[src/rtl/pri_enc_pkg.sv]
// ============================================================================
// Module   : pri_enc_pkg
// Brief    : Shared types and helpers for the priority-encoder request queue.
// Revision : 1.0 - initial release
// ============================================================================
`default_nettype none

package pri_enc_pkg;

    localparam int unsigned c_max_n = 256;

    typedef logic [c_max_n-1:0] wide_vec_t;

    typedef enum logic [0:0] {
        IDLE  = 1'b0,
        OFFER = 1'b1
    } state_e;

    // One-hot of idx within an n-bit field; callers size-cast to their width.
    function automatic wide_vec_t onehot(input int unsigned idx, input int unsigned n);
        wide_vec_t r;
        r = '0;
        if (idx < n) begin
            r = wide_vec_t'(1) << idx;
        end
        return r;
    endfunction

endpackage

`default_nettype wire

[src/rtl/pri_enc_sel.sv]
// ============================================================================
// Module   : pri_enc_sel
// Brief    : Combinational selector: highest set index, or round-robin scan
//            downward from ptr_i with wrap.
// Revision : 1.0 - initial release
// ============================================================================
`default_nettype none

module pri_enc_sel #(
    parameter  int unsigned N = 8,
    localparam int unsigned W = $clog2(N)
) (
    input  logic [N-1:0] v_i,
    input  logic [W-1:0] ptr_i,
    input  logic         rr_i,
    output logic [W-1:0] idx_o,
    output logic         any_o
);

    logic [W-1:0] w_idx_fixed;
    logic [W-1:0] w_idx_rr;
    int           w_pos;

    always_comb begin
        w_idx_fixed = '0;
        for (int k = 0; k < int'(N); k++) begin
            if (|(v_i & (N'(1) << k))) begin
                w_idx_fixed = W'(k);
            end
        end
    end

    // Scan farthest offset first so the nearest hit (ptr itself) is written last.
    always_comb begin
        w_idx_rr = '0;
        w_pos    = 0;
        for (int i = int'(N) - 1; i >= 0; i--) begin
            w_pos = int'(ptr_i) - i;
            if (w_pos < 0) begin
                w_pos = w_pos + int'(N);
            end
            if (|(v_i & (N'(1) << w_pos))) begin
                w_idx_rr = W'(w_pos);
            end
        end
    end

    assign idx_o = rr_i ? w_idx_rr : w_idx_fixed;
    assign any_o = |v_i;

endmodule

`default_nettype wire

[src/rtl/pri_enc_queue.sv]
// ============================================================================
// Module   : pri_enc_queue
// Brief    : Request-capturing priority encoder offering one pending index at
//            a time on a valid/ready port (fixed priority or round-robin).
// Revision : 1.0 - initial release
// ============================================================================
`default_nettype none

module pri_enc_queue
    import pri_enc_pkg::*;
#(
    parameter  int unsigned N  = 8,
    parameter  bit          RR = 1'b0,
    localparam int unsigned W  = $clog2(N)
) (
    input  logic         clk,
    input  logic         rst_n,
    input  logic [N-1:0] req,
    output logic         out_valid,
    output logic [W-1:0] out_idx,
    input  logic         out_ready,
    output logic [N-1:0] pending,
    output logic         busy
);

    state_e       state_q, state_d;
    logic [W-1:0] out_idx_q, out_idx_d;
    logic [W-1:0] ptr_q, ptr_d;
    logic [N-1:0] pending_q, pending_d;

    logic         w_acc;
    logic [N-1:0] w_oh;
    logic [N-1:0] w_rem;
    logic [W-1:0] w_ptr_acc;
    logic [W-1:0] w_sel_idle_idx, w_sel_b2b_idx;
    logic         w_sel_idle_any, w_sel_b2b_any;

    assign w_acc     = (state_q == OFFER) && out_ready;
    assign w_oh      = N'(onehot(32'(out_idx_q), N));
    assign pending_d = (pending_q & ~(w_acc ? w_oh : '0)) | req;
    // A set-wins re-request of the accepted index is withheld until the next selection.
    assign w_rem     = pending_d & ~w_oh;
    assign w_ptr_acc = (out_idx_q == '0) ? W'(N - 1) : out_idx_q - 1'b1;

    pri_enc_sel #(.N(N)) u_sel_idle (
        .v_i   (pending_d),
        .ptr_i (ptr_q),
        .rr_i  (RR),
        .idx_o (w_sel_idle_idx),
        .any_o (w_sel_idle_any)
    );

    pri_enc_sel #(.N(N)) u_sel_b2b (
        .v_i   (w_rem),
        .ptr_i (w_ptr_acc),
        .rr_i  (RR),
        .idx_o (w_sel_b2b_idx),
        .any_o (w_sel_b2b_any)
    );

    always_comb begin
        state_d   = state_q;
        out_idx_d = out_idx_q;
        ptr_d     = ptr_q;
        case (state_q)
            IDLE: begin
                if (w_sel_idle_any) begin
                    out_idx_d = w_sel_idle_idx;
                    state_d   = OFFER;
                end
            end
            OFFER: begin
                if (w_acc) begin
                    ptr_d = w_ptr_acc;
                    if (w_sel_b2b_any) begin
                        out_idx_d = w_sel_b2b_idx;
                    end else begin
                        state_d = IDLE;
                    end
                end
            end
            default: state_d = IDLE;
        endcase
    end

    always_ff @(posedge clk or negedge rst_n) begin
        if (!rst_n) begin
            state_q   <= IDLE;
            out_idx_q <= '0;
            ptr_q     <= W'(N - 1);
            pending_q <= '0;
        end else begin
            state_q   <= state_d;
            out_idx_q <= out_idx_d;
            ptr_q     <= ptr_d;
            pending_q <= pending_d;
        end
    end

    assign out_valid = (state_q == OFFER);
    assign out_idx   = out_idx_q;
    assign pending   = pending_q;
    assign busy      = |pending_q;

endmodule

`default_nettype wire

[config.mk]
export PLATFORM = sky130hd
export DESIGN_NAME = pri_enc_queue
export DESIGN_NICKNAME = d
export VERILOG_FILES = /design/src/rtl/pri_enc_pkg.sv /design/src/rtl/pri_enc_sel.sv /design/src/rtl/pri_enc_queue.sv
export SDC_FILE = /design/constraint.sdc
export NUM_CORES = 1
export LEC_CHECK = 0
export ABC_AREA = 1
export CAP_MARGIN = 10
export CORE_ASPECT_RATIO = 0.9
export CORE_MARGIN = 4
export CORE_UTILIZATION = 54
export CTS_BUF_LIST = sky130_fd_sc_hd__clkbuf_8
export DETAILED_ROUTE_END_ITERATION = 12
export GPL_TIMING_DRIVEN = 0
export PLACE_DENSITY = 0.85
export SKIP_LAST_GASP = 1
export SLEW_MARGIN = 20
export SYNTH_ARGS = -nofsm -noshare
export SYNTH_HDL_FRONTEND = slang
export SYNTH_HIERARCHICAL = 1
export SYNTH_SLANG_ARGS = --single-unit
[constraint.sdc]
create_clock -name clk -period 1.9 [get_ports clk]
set_input_delay 0.38 -clock clk [delete_from_list [all_inputs] [get_ports clk]]
set_output_delay 0.38 -clock clk [all_outputs]
set_load 0.02 [all_outputs]
After elaboration in Yosys (flattened, before gate mapping)
Index checks and enable logic that the tools add are counted.
{"block": "totals", "ramBits": 0, "latchBits": 0, "mem_count": 0, "wordCells": 41, "romBits": 0, "register_bits": 12, "input_bits": 11}
{"block": "op_classes", "n_mul": 0, "add_sub_neg": 0, "n_bitwise": 6, "reduce_logical": 5, "n_mux": 23, "eq_ne": 3, "div": 0, "shifts": 1, "order_cmp": 0}
{"op": "$mux 3", "count": 15}
{"op": "$reduce_or 8->1", "count": 3}
{"op": "$and 8x8->8", "count": 2}
{"op": "$not 8->8", "count": 2}
{"op": "$mux 8", "count": 1}
{"op": "$or 8x8->8", "count": 1}
{"op": "$shl 1x3->8 const A", "count": 1}
{"op": "$ne 2x1->1 const B", "count": 3}
{"op": "$pmux 3 s2", "count": 1}
{"op": "$mux 1", "count": 5}
{"op": "$reduce_and 3->1", "count": 1}
{"op": "$pmux 1 s2", "count": 1}
{"op": "$logic_and 1x1->1", "count": 1}
{"op": "$not 1->1", "count": 1}

Longest topological paths before layout
{"block": "depth", "depth_word": 16, "mapped_depth": 26, "mapped_depth_nobuf": 26}

Hierarchy
The synthesis kept the hierarchy.
{"module": "pri_enc_sel (u_sel_b2b)", "seq_area_each_um2": 0.0, "n_inst": 1, "area_each_um2": 1149.9, "cells_each": 225}
{"module": "pri_enc_sel (u_sel_idle)", "seq_area_each_um2": 0.0, "n_inst": 1, "area_each_um2": 1063.5, "cells_each": 208}
{"module": "pri_enc_queue", "seq_area_each_um2": 379.1, "n_inst": 1, "area_each_um2": 917.1, "cells_each": 119}

Worst setup path after synthesis
No wires, ideal clock.
{"block": "synth_path", "path_kind": "register to register", "from": "register out_idx_q[0] (netlist: out_idx[0])", "to": "register out_idx_q[0] (netlist: out_idx[0])", "required_time_ps": 1835, "setup_ps": 65, "t_arrival_ps": 2032, "path_stages_with_launch": 14, "slack_ps": -197, "path_cell_list": "dfrtp_1 -> inv_1 -> ha_1 -> nand2_1 -> o21ai_2 -> nand2_1 -> clkbuf_1 -> nor4_1 -> nand4_1 -> nand2_2 -> nand2_2 -> nand2_2 -> nand2_1 -> nand2_1"}
{"block": "synth_between", "elab_cells_between_ends": 30}
{"item": "start, declared", "line": "pri_enc_queue.sv:27", "source": "logic [W-1:0] out_idx_q, out_idx_d;"}
{"item": "start signal, assigned", "line": "pri_enc_queue.sv:94", "source": "out_idx_q <= out_idx_d;"}
{"item": "$shl 1x3->8", "line": "pri_enc_pkg.sv:24", "source": "r = wide_vec_t'(1) << idx;"}
{"item": "$mux 8", "line": "pri_enc_queue.sv:40", "source": "assign pending_d = (pending_q & ~(w_acc ? w_oh : '0)) | req;"}
{"item": "$not 8->8", "line": "pri_enc_queue.sv:40"}
{"item": "$and 8x8->8", "line": "pri_enc_queue.sv:40"}
{"item": "$or 8x8->8", "line": "pri_enc_queue.sv:40"}
{"item": "named net pending_d[4]", "line": "pri_enc_queue.sv:29", "source": "logic [N-1:0] pending_q, pending_d;"}
{"item": "$reduce_or 8->1", "line": "pri_enc_sel.sv:49", "source": "assign any_o = |v_i;"}
{"item": "named net w_sel_idle_any", "line": "pri_enc_queue.sv:36", "source": "logic w_sel_idle_any, w_sel_b2b_any;"}
{"item": "$ne 2x1->1 (no line)"}
{"item": "$reduce_and 3->1 (no line)"}
The timed path passes the listed nets, and every way through them passes these cells. The select of a mux whose other input is x is not followed.
A chain may end at the register's enable or synchronous reset.

Worst setup path in the final report
{"block": "layout_path", "from": "register out_idx_q[0] (netlist: out_idx[0])", "to": "register out_idx_q[0] (netlist: out_idx[0])"}
{"block": "layout_between", "elab_chain_len": 16, "elab_cells_between_ends": 30}
{"item": "$shl 1x3->8 *", "line": "pri_enc_pkg.sv:24"}
{"item": "$mux 8", "line": "pri_enc_queue.sv:40"}
{"item": "$not 8->8", "line": "pri_enc_queue.sv:40"}
{"item": "$and 8x8->8", "line": "pri_enc_queue.sv:40"}
{"item": "$or 8x8->8", "line": "pri_enc_queue.sv:40"}
{"item": "$and 8x8->8 *", "line": "pri_enc_queue.sv:42", "source": "assign w_rem = pending_d & ~w_oh;"}
{"item": "named net w_rem[1]", "line": "pri_enc_queue.sv:33", "source": "logic [N-1:0] w_rem;"}
{"item": "$mux 1 *", "line": "pri_enc_sel.sv:27", "source": "if (|(v_i & (N'(1) << k))) begin"}
{"item": "$mux 3 * (6 in a row)", "line": "pri_enc_sel.sv:27"}
{"item": "named net w_sel_b2b_idx[0]", "line": "pri_enc_queue.sv:35", "source": "logic [W-1:0] w_sel_idle_idx, w_sel_b2b_idx;"}
{"item": "$mux 3 *", "line": "pri_enc_queue.sv:75", "source": "if (w_sel_b2b_any) begin"}
{"item": "$mux 3 *", "line": "pri_enc_queue.sv:73", "source": "if (w_acc) begin"}
{"item": "$pmux 3 s2 *", "line": "pri_enc_queue.sv:65", "source": "case (state_q)"}
The timed path passes the listed nets; every way through them passes the cells marked *. The select of a mux whose other input is x is not followed.

==> results.md <==
* Status: complete, but fails checks
* Failing checks: negative setup slack
* Placed cell count at 649
* Worst setup path class: flop to flop
* Commonest non-fill, non-tap cell in the layout: nand2_1
* Required @ worst endpoint at 2.08 ns
* Post-layout min period at 2.07 ns
* Vias in the first global route at 3400
* Mapped cell area at 3130 um2
* Clk pin slew, worst setup/hold paths at 0.07 ns
* Gr ovfl total at 0
* # diodes at 0
* Mapped Avg Cell Area at about 5.7 um2
* I/O Pins at 24
* Fraction of layout cells with a size suffix above 1 at between 15 and 20%
* CTS tree: done
* F_max at ~480 MHz
* DIE AREA at 7080 um2
* Async S/R FF share, synth at 100%
* Critical path's most frequent cell: nand2_1
* Critical Path Max Stage Delay at 0.45 ns
* Period utilization at 109%
* Clock Skew at around 0.0068 ns
* Slew @ Worst Pin at 0.676 ns
* Chip Height at 80.2 um
* Setup tns final at -0.507 ns
* Drt wl/cell at 15.6 um
* Final layout net count at between 600 and 700
* Via count at 4003
* Worst Path Max Fanout at 5
* Initial antenna violation count at 0
* Most frequent cells in the layout: nand2_1, nand3_1, inv_1, nor2_1
* Number of synthesized flops with an enable pin at 0
* Routed Antenna Nets at 0
* Dpl hpwl at between 7000 and 8000 um
* Hold Slack at 0.533 ns
* Hold buffers post-CTS at 0
* Chip width at 88.3 um
* Non-filler instance count after layout at 677
* Critical Path AT at 2.26 ns
* Synthesized flop and latch total at 15
* DRT iter0 DRCs at 552
* Final setup margin at -0.174 ns
* Final setup vio count at 4
* Yosys warns at 6
* Max-slew headroom at a little over half
* CP max stage cell: dfrtp_2
* Max-cap violations at 0
* Largest net degree at the start of global routing at 16
* Startpoint Class: flop
* Seq/Total Area, Yosys at 12.1%
* Latest clock arrival within the worst-skew pair at 0.25 ns
* Fill count at 454
* RSZ-0062 raised after global routing: true
* DR pass1 iterations at 5
* H-tree depth at 1
* First-pass GRT wire length at 16500 um
* Post-Syn Instances at ~550
* TritonCTS Buffers at 3
* Netlist cell types at 36
* Core ar. at approximately 5700 um2
* Area Overhead vs Synth at 25.0%
* Min-delay worst type: input port to async pin
* Max-slew violation count at 0
* Final Hold Vio Count at 0
* Prevailing post-synth register cell: dfrtp_1
* GRT Total Usage at 28.9%
* Worst-path cell chain: buf_4 -> ha_4 -> a2bb2oi_1 -> buf_4 -> inv_1 -> o21ai_0 -> a21oi_1 -> o21ai_2 -> nand2_1 -> nand2_1 -> nand2_1 -> nand2_1 -> nand3_1 -> nand2_1
* CTS max path bufs at 2
* Vias per inst at 5.91
* CTS Sinks at 15
* Worst setup EP type: flop
* Port Buffers at 23
* Initial cell density of the core at 55.3%
* Gpl congestion at about 1.0
* DRC at 0
* R2R setup slack at -0.17 ns
* Rows at 26
* Detailed Route WL at 10500 um
* Root buffer cell: clkbuf_8
## repair_timing
| action | 4_1_cts | 5_1_grt |
|---|---|---|
| resized for setup | 23 | 16 |
| pin swaps | 9 | 16 |
| endpoints found under the setup margin | 4 | 5 |
| buffers inserted | 14 | 10 |
## worst paths after layout
kind,startpoint,to,cells past startpoint
max,out_idx[0],out_idx[0],14
min,rst_n,pending[0],1
max reg2reg,out_idx[0],out_idx[0],14
min reg2reg,ptr_q[0],ptr_q[0],2
max in group asynchronous,rst_n,out_idx[2],1
min in group clk,ptr_q[0],ptr_q[0],2
## critical path: cells and delay by family, from the launching register on
| kind | cells | cell delay [ns] |
|---|---|---|
| buffers and inverters | 3 | 0.37 |
| adder cells (fa/ha/maj) | 1 | 0.17 |
| AND/OR/NAND/NOR | 6 | 0.38 |
| flip-flops | 1 | 0.45 |
| AO/OA/AOI/OAI | 4 | 0.64 |
## cell usage after synthesis, types with 5 or more instances
cell        n  area share, %
nor3_1      7            1.1
nand2_4     9            3.2
inv_1      68            8.2
buf_2      11            1.8
inv_2       9            1.1
o31ai_1     6            1.4
o21ai_0     8            1.3
o21ai_2     8            2.2
nand4_1    26            5.2
nand3_1    86             14
ha_1       23            9.2
nand2_2     6            1.2
buf_6       5            1.8
a21oi_1    22            3.5
clkbuf_1    6           0.72
nand2_1   157             19
dfrtp_1    12            9.6
nor2_1     49            5.9
## cell families after synthesis
logic type               after synthesis  synth area share, %
flip-flops                            15                 12.1
AND/OR/NAND/NOR                      347                 50.8
other                                  1                0.120
buffers and inverters                103                 14.3
AO/OA/AOI/OAI                         63                 13.5
adder cells (fa/ha/maj)               23                 9.19
## layer usage
metal | global-route usage, % | share of wire [%]
met1 | 45.0 | 45
met2 | 42.5 | 42
met3 | 3.90 | 12
met4 | 4.08 | 1.0
met5 | 0 | 0
## registers in the layout, indices dropped and copies added (netlist names)
signal     count
ptr_q          3
pending        8
out_valid      1
out_idx        3
## layout make-up
cell class	instances	area, um2	area share (%)
Tap cell	70	87.6	2.24
Clock buffer	3	41.3	1.06
Buffer	26	225	5.76
Sequential cell	15	384	9.82
Multi-Input combinational cell	438	2450	62.6
Inverter	77	294	7.52
Timing Repair Buffer	47	424	10.8
Clock inverter	1	5.00	0.128
## metrics by stage
stage	setup WS (ns)	area (um2)	utilization (%)
final	-0.174	3910	69.1
after global routing	-0.275	3910	69.1
after CTS	-0.0801	3770	66.6
after detailed placement	-0.522	3530	62.4
after global placement	-0.520	3530	62.4
after floorplan	0.00797	3220	-
Power is not shown: default switching activity piles up to over one toggle a cycle in this logic, so the estimate is an artifact.
